==> config.mk <==
export PLATFORM = sky130hd
export DESIGN_NAME = fb_write_scheduler_flat
export DESIGN_NICKNAME = d
export VERILOG_FILES = /design/src/rtl/fb_write_scheduler_if.sv /design/src/rtl/fb_write_scheduler.sv /design/src/flat_wrapper.sv
export SDC_FILE = /design/constraint.sdc
export NUM_CORES = 1
export LEC_CHECK = 0
export ABC_AREA = 1
export CORE_UTILIZATION = 59
export CTS_CLUSTER_SIZE = 8
export DETAILED_ROUTE_END_ITERATION = 6
export PLACE_DENSITY = 0.87
export SLEW_MARGIN = 0
export SYNTH_ARGS = -nofsm -noshare
export SYNTH_HDL_FRONTEND = slang
export SYNTH_SLANG_ARGS = --single-unit
export TNS_END_PERCENT = 30
==> constraint.sdc <==
create_clock -name clk -period 6 [get_ports clk]
set_clock_uncertainty 0.05 [all_clocks]
set_input_delay 0.6 -clock clk [delete_from_list [all_inputs] [get_ports clk]]
set_output_delay 0.6 -clock clk [all_outputs]
set_load 0.01 [all_outputs]
==> src/rtl/fb_write_scheduler_if.sv <==
// fb_write_scheduler_if: host write, clear control and framebuffer write bundle
interface fb_write_scheduler_if #(
    parameter int ADDR_W = 17,
    parameter int DATA_W = 8
);
    logic              host_valid;
    logic              host_ready;
    logic [ADDR_W-1:0] host_addr;
    logic [DATA_W-1:0] host_data;
    logic              clear_start;
    logic [DATA_W-1:0] clear_color;
    logic              clear_busy;
    logic              clear_done;
    logic              mem_we;
    logic [ADDR_W-1:0] mem_wa;
    logic [DATA_W-1:0] mem_wd;
    modport master (
        output host_valid, host_addr, host_data, clear_start, clear_color,
        input  host_ready, clear_busy, clear_done, mem_we, mem_wa, mem_wd
    );
    modport slave (
        input  host_valid, host_addr, host_data, clear_start, clear_color,
        output host_ready, clear_busy, clear_done, mem_we, mem_wa, mem_wd
    );
endinterface

==> src/rtl/fb_write_scheduler.sv <==
// fb_write_scheduler: merges buffered host writes and a playfield clear onto one write port; FB_VBLANK_ONLY_EN restricts writes to vblank
module fb_write_scheduler #(
    parameter int FB_PIXELS  = 72000,
    parameter int ADDR_W     = 17,
    parameter int DATA_W     = 8,
    parameter int FIFO_DEPTH = 8
) (
    input  logic                         clk,
    input  logic                         reset,
    fb_write_scheduler_if.slave          bus,
    input  logic                         vblank_i,
    output logic [$clog2(FIFO_DEPTH):0]  fifo_level_o,
    output logic [7:0]                   oor_cnt_o
);
    localparam int PW = $clog2(FIFO_DEPTH);
    localparam logic [ADDR_W-1:0] LIMIT = ADDR_W'(FB_PIXELS);
    localparam logic [ADDR_W-1:0] LAST  = ADDR_W'(FB_PIXELS - 1);
    localparam logic [PW:0]       FULL  = (PW+1)'(FIFO_DEPTH);

    typedef enum logic {IDLE, CLEAR} state_t;

    logic [ADDR_W-1:0] fifo_addr_q [FIFO_DEPTH];
    logic [DATA_W-1:0] fifo_data_q [FIFO_DEPTH];
    logic [PW:0]       wr_ptr_q, wr_ptr_d, rd_ptr_q, rd_ptr_d, level;
    state_t            state_q, state_d;
    logic [ADDR_W-1:0] clr_ptr_q, clr_ptr_d, head_addr;
    logic [DATA_W-1:0] clr_color_q, clr_color_d, head_data;
    logic              turn_q, turn_d, done_q, done_d;
    logic [7:0]        oor_q, oor_d;
    logic              mem_we_q, mem_we_d;
    logic [ADDR_W-1:0] mem_wa_q, mem_wa_d;
    logic [DATA_W-1:0] mem_wd_q, mem_wd_d;
    logic              full, empty, accept, in_range, push, permit;
    logic              host_elig, clr_elig, gnt_host, gnt_clr;

    assign level        = wr_ptr_q - rd_ptr_q;
    assign full         = level == FULL;
    assign empty        = level == '0;
    assign head_addr    = fifo_addr_q[rd_ptr_q[PW-1:0]];
    assign head_data    = fifo_data_q[rd_ptr_q[PW-1:0]];
    assign accept       = bus.host_valid && !full;
    assign in_range     = bus.host_addr < LIMIT;
    assign push         = accept && in_range;
`ifdef FB_VBLANK_ONLY_EN
    assign permit       = vblank_i;
`else
    assign permit       = 1'b1;
`endif
    // A queued host write at or beyond the clear pointer waits so the clear can never overwrite it.
    assign host_elig    = !empty && (state_q == IDLE || head_addr < clr_ptr_q);
    assign clr_elig     = state_q == CLEAR;
    assign gnt_host     = permit && host_elig && (!clr_elig || turn_q);
    assign gnt_clr      = permit && clr_elig && (!host_elig || !turn_q);
    assign bus.host_ready = !full;
    assign bus.clear_busy = state_q == CLEAR;
    assign bus.clear_done = done_q;
    assign bus.mem_we     = mem_we_q;
    assign bus.mem_wa     = mem_wa_q;
    assign bus.mem_wd     = mem_wd_q;
    assign fifo_level_o   = level;
    assign oor_cnt_o      = oor_q;

    // Next-state for clear FSM, arbitration turn, FIFO pointers, write port and drop counter.
    always_comb begin
        state_d     = state_q;
        clr_ptr_d   = clr_ptr_q;
        clr_color_d = clr_color_q;
        turn_d      = turn_q;
        done_d      = 1'b0;
        wr_ptr_d    = push ? wr_ptr_q + 1'b1 : wr_ptr_q;
        rd_ptr_d    = gnt_host ? rd_ptr_q + 1'b1 : rd_ptr_q;
        oor_d       = (accept && !in_range && oor_q != 8'hff) ? oor_q + 8'd1 : oor_q;
        mem_we_d    = gnt_host || gnt_clr;
        mem_wa_d    = gnt_host ? head_addr : clr_ptr_q;
        mem_wd_d    = gnt_host ? head_data : clr_color_q;
        if (state_q == IDLE) begin
            turn_d = 1'b1;
            if (bus.clear_start) begin
                state_d     = CLEAR;
                clr_ptr_d   = '0;
                clr_color_d = bus.clear_color;
            end
        end else begin
            if (host_elig && (gnt_host || gnt_clr))
                turn_d = gnt_clr;
            if (gnt_clr) begin
                state_d   = clr_ptr_q == LAST ? IDLE : CLEAR;
                done_d    = clr_ptr_q == LAST;
                clr_ptr_d = clr_ptr_q == LAST ? clr_ptr_q : clr_ptr_q + 1'b1;
            end
        end
    end

    // Control state and registered write port, cleared asynchronously.
    always_ff @(posedge clk or posedge reset) begin
        if (reset) begin
            state_q     <= IDLE;
            clr_ptr_q   <= '0;
            clr_color_q <= '0;
            turn_q      <= 1'b1;
            done_q      <= 1'b0;
            oor_q       <= '0;
            wr_ptr_q    <= '0;
            rd_ptr_q    <= '0;
            mem_we_q    <= 1'b0;
            mem_wa_q    <= '0;
            mem_wd_q    <= '0;
        end else begin
            state_q     <= state_d;
            clr_ptr_q   <= clr_ptr_d;
            clr_color_q <= clr_color_d;
            turn_q      <= turn_d;
            done_q      <= done_d;
            oor_q       <= oor_d;
            wr_ptr_q    <= wr_ptr_d;
            rd_ptr_q    <= rd_ptr_d;
            mem_we_q    <= mem_we_d;
            mem_wa_q    <= mem_wa_d;
            mem_wd_q    <= mem_wd_d;
        end
    end

    // FIFO storage; validity is tracked by the pointers so no reset is needed.
    always_ff @(posedge clk) begin
        if (push) begin
            fifo_addr_q[wr_ptr_q[PW-1:0]] <= bus.host_addr;
            fifo_data_q[wr_ptr_q[PW-1:0]] <= bus.host_data;
        end
    end
endmodule

==> src/flat_wrapper.sv <==
// flat-port wrapper written by rule: the top's interface ports become plain ports
module fb_write_scheduler_flat 
#(
    parameter int FB_PIXELS  = 72000,
    parameter int ADDR_W     = 17,
    parameter int DATA_W     = 8,
    parameter int FIFO_DEPTH = 8
)
  (clk, reset, vblank_i, fifo_level_o, oor_cnt_o, bus_host_valid, bus_host_addr, bus_host_data, bus_clear_start, bus_clear_color, bus_host_ready, bus_clear_busy, bus_clear_done, bus_mem_we, bus_mem_wa, bus_mem_wd);
  fb_write_scheduler_if #(.ADDR_W(ADDR_W), .DATA_W(DATA_W)) bus_i ();
  input  logic clk;
  input  logic reset;
  input  logic vblank_i;
  output logic [$clog2(FIFO_DEPTH):0] fifo_level_o;
  output logic [7:0] oor_cnt_o;
  input wire logic [$bits(bus_i.host_valid)-1:0] bus_host_valid;
  input wire logic [$bits(bus_i.host_addr)-1:0] bus_host_addr;
  input wire logic [$bits(bus_i.host_data)-1:0] bus_host_data;
  input wire logic [$bits(bus_i.clear_start)-1:0] bus_clear_start;
  input wire logic [$bits(bus_i.clear_color)-1:0] bus_clear_color;
  output wire logic [$bits(bus_i.host_ready)-1:0] bus_host_ready;
  output wire logic [$bits(bus_i.clear_busy)-1:0] bus_clear_busy;
  output wire logic [$bits(bus_i.clear_done)-1:0] bus_clear_done;
  output wire logic [$bits(bus_i.mem_we)-1:0] bus_mem_we;
  output wire logic [$bits(bus_i.mem_wa)-1:0] bus_mem_wa;
  output wire logic [$bits(bus_i.mem_wd)-1:0] bus_mem_wd;
  assign bus_i.host_valid = bus_host_valid;
  assign bus_i.host_addr = bus_host_addr;
  assign bus_i.host_data = bus_host_data;
  assign bus_i.clear_start = bus_clear_start;
  assign bus_i.clear_color = bus_clear_color;
  assign bus_host_ready = bus_i.host_ready;
  assign bus_clear_busy = bus_i.clear_busy;
  assign bus_clear_done = bus_i.clear_done;
  assign bus_mem_we = bus_i.mem_we;
  assign bus_mem_wa = bus_i.mem_wa;
  assign bus_mem_wd = bus_i.mem_wd;
  fb_write_scheduler #(.FB_PIXELS(FB_PIXELS), .ADDR_W(ADDR_W), .DATA_W(DATA_W), .FIFO_DEPTH(FIFO_DEPTH)) u_core (.clk(clk), .reset(reset), .bus(bus_i), .vblank_i(vblank_i), .fifo_level_o(fifo_level_o), .oor_cnt_o(oor_cnt_o));
endmodule
==> impl_metrics.csv <==
group,metric,value,unit
run_status,status,"complete, but fails checks",
run_status,violations,"DRC",
power_and_ir_drop,pwr-share-seq,0.344,
synthesis,synthFlopType,"edfxtp_1",
sta,relSlewSlack,0.203,
sta,fin_tns_setup,0,ns
clock_network,clock_latency,0.51,ns
clock_network,clkTransAtPathRegs,0.05,ns
sta,period_share,0.834,
final_layout,num-fill-cells,1207,
power_and_ir_drop,p_leak,5.26,nW
power_and_ir_drop,ir_worst_vdd,0.275,mV
synthesis,ys_types,42,
power_and_ir_drop,p_per_area,520,nW/um^2
route,drt-vias-per-instance,6.04,
floorplanning,core,19500,um^2
power_and_ir_drop,p_total,7.15,mW
critical_path,worstSetupStartpoint,"u_core.rd_ptr_q[0]$_DFFE_PP0N_",
route,post_drt_wl_per_cell,19.5,um
placement,gp_congestion,0.945,
job,max-cap-violations,0,
grt,grt_pass1_vias,8397,
critical_path,crit_type,"reg2reg",
clock_network,cts_sinks,270,
power_and_ir_drop,p_clk_frac,0.269,
route,ant_nets,0,
critical_path,reg2reg_from,"u_core.rd_ptr_q[0]$_DFFE_PP0N_",
critical_path,crit_fanout,54,
critical_path,critPathLaunchType,"register",
sta,slew_violations,0,
clock_network,htreeDepth,2,
synthesis,syn_nets,1099,
power_and_ir_drop,combPwrFrac,0.387,
floorplanning,rows,51,
floorplanning,io_pins,79,
grt,grt-ovfl-total,0,
clock_network,tritoncts,"done",
power_and_ir_drop,p_int,4.47,mW
sta,worst_slew_pin_slew,1.19,ns
sta,fin_ws,0.997,ns
worst_hold_path,hold_path_class,"reg2reg",
clock_network,cts_buffers,39,
critical_path,r2r_end,"u_core.bus.mem_wa[9]$_DFF_PP0_",
clock_network,root_buffer,"clkbuf_16",
critical_path,cp.required,6.35,ns
synthesis,synth-seq-area-share,0.663,
synthesis,syn_area,11700,um^2
clock_network,cts_resized,0,
synthesis,ys_ff_latch,270,
critical_path,endpoint_kind,"register",
sta,hold_viol_final,0,
sta,finalSetupViolCount,0,
route,drcViolationCount,1,
route,dr.pass1.iters,7,
route,via_count,8419,
synthesis,syn-instance-count,1037,
clock_network,cts_hold_buf,0,
clock_network,cts_setup_buffers,0,
power_and_ir_drop,power_switching,2.68,mW
critical_path,reg2reg_depth,17,
sta,fin_hold_ws,0.421,ns
sta,fmaxAchievable,0.200,GHz
final_layout,syn_to_final_growth,17.5,%
final_layout,num_antenna_cells,0,
placement,hpwl,15600,um
route,drt_iter0_drc,880,
floorplanning,initial_utilization,0.601,
final_layout,final_cell_area,13700,um^2
critical_path,critPathCapture,"u_core.bus.mem_wa[9]$_DFF_PP0_",
grt,grt.total_usage,0.275,
sta,finalCriticalPeriod,5.00,ns
grt,antenna_found_initial,1,
floorplanning,dieArea,20400,um^2
placement,io_buffers,77,
placement,dp_slack,1.25,ns
floorplanning,fp.dieW,143,um
floorplanning,fp.dieH,143,um
critical_path,cp.arrival,5.36,ns
final_layout,mostFrequentLayoutCell,"edfxtp_1",
placement,dpl_cell_area,12700,um^2
final_layout,final_cells,1395,
synthesis,postSynthAreaPerCell,11.3,um^2
sta,rsz0062_at_grt,"no",
final_layout,fin_util,0.706,
final_layout,final_cell_mix,"200 x edfxtp_1, 170 x nand2_1, 151 x nor2_1",
grt,grt_max_degree,76,
critical_path,r2r_slack,1.0,ns
synthesis,yosys_warnings,0,
grt,grt_first_pass_wirelength,42500,um
route,drt-total-wl,27200,um
power_and_ir_drop,switching_share,0.375,
synthesis,synth-edff-count,200,
synthesis,synthArstFlopShare,0.259,
final_layout,drive_above_1_share,0.0991,
final_layout,nNetsFinal,1179,
clock_network,cts_buffer_depth,3,
placement,place_inst,1341,
## cell usage after synthesis, drive strengths merged (6+ instances only)
master,number,area (um^2)
o211ai,8,60.1
nand4,25,171
nor3,17,85.1
nand2,173,657
a221oi,16,140
o22ai,16,100
a31oi,16,100
a21oi,60,368
buf,25,156
dfrtp,69,1730
clkbuf,28,105
ha,23,288
inv,60,225
xor2,13,114
edfxtp,200,6010
nand3,25,130
nor2,162,631
mux2,8,90.1
xnor2,6,52.6
o21ai,76,380
## kinds of logic after synthesis
kind of cell	share of synthesized area
xor+xnor	0.0142
buf+inv	0.0416
flops	0.663
mux	0.00770
compound gates	0.101
simple gates	0.146
fa+ha+maj	0.0263
## per-layer routing
layer | wire length [um] | GRT usage | up-vias | share of wire
met5 | 0 | 0 | - | 0
met4 | 809 | 0.140 | 0 | 0.030
met2 | 13300 | 0.447 | 530 | 0.49
met1 | 10500 | 0.351 | 4008 | 0.39
li1 | - | - | 3794 | -
met3 | 2520 | 0.0594 | 87 | 0.093
## power by group through the flow
stage	combinational (mW)	sequential, mW	clock, mW
after floorplan	1.83	2.49	0
after global placement	2.56	2.47	0
after detailed placement	2.67	2.49	0
after CTS	2.73	2.46	1.94
after global routing	3.03	2.49	2.02
final	2.76	2.46	1.92
## state kept, by name, indices dropped and copies added, names as in the netlist
name and count:
u_core.bus.clear_busy 1, u_core.rd_ptr_q 4, u_core.bus.clear_done 1, u_core.clr_ptr_q 17, u_core.bus.mem_we 1, u_core.fifo_addr_q 136, u_core.bus.mem_wd 8, u_core.fifo_data_q 64
u_core.oor_cnt_o 8, u_core.clr_color_q 8, u_core.wr_ptr_q 4, u_core.turn_q 1, u_core.bus.mem_wa 17
## how the worst min path moves through the flow
| stage | start | endpoint | slack [ns] | depth (start not counted) |
|---|---|---|---|---|
| after floorplan | u_core.clr_color_q[0]$_DFFE_PP0P_ | u_core.bus.mem_wd[0]$_DFF_PP0_ | 0.39 | 2 |
| after global placement | u_core.clr_color_q[3]$_DFFE_PP0P_ | u_core.bus.mem_wd[3]$_DFF_PP0_ | 0.40 | 2 |
| after detailed placement | u_core.clr_color_q[0]$_DFFE_PP0P_ | u_core.bus.mem_wd[0]$_DFF_PP0_ | 0.41 | 2 |
| after CTS | u_core.clr_color_q[1]$_DFFE_PP0P_ | u_core.bus.mem_wd[1]$_DFF_PP0_ | 0.42 | 2 |
| after global routing | u_core.clr_color_q[1]$_DFFE_PP0P_ | u_core.bus.mem_wd[1]$_DFF_PP0_ | 0.44 | 2 |
| final | u_core.clr_color_q[1]$_DFFE_PP0P_ | u_core.bus.mem_wd[1]$_DFF_PP0_ | 0.42 | 2 |
## critical path, cell delays in order (launching register included)
cell     delay (ns)
dfrtp_2        0.36
buf_4          0.49
buf_4          0.57
o21ai_0        0.19
o22ai_1        0.19
nor2_1         0.08
a31oi_1        0.45
ha_1           0.20
nand2_1        0.06
nor2_1         0.19
nand2_1        0.12
nor3_1         0.20
nand2_1        0.11
nand3_1        0.14
nand2_2        0.23
nand2_2        0.89
nor2_1         0.12
a21oi_2        0.21
## cell type report
type | instances | area, um^2 | area share
Clock buffer | 51 | 1040 | 0.0758
Sequential cell | 270 | 7760 | 0.565
Clock inverter | 3 | 28.8 | 0.00209
Multi-Input combinational cell | 654 | 3470 | 0.253
Timing Repair Buffer | 92 | 883 | 0.0643
Inverter | 60 | 225 | 0.0164
Tap cell | 265 | 332 | 0.0241
Note: power is estimated with default switching activity, not from simulation.
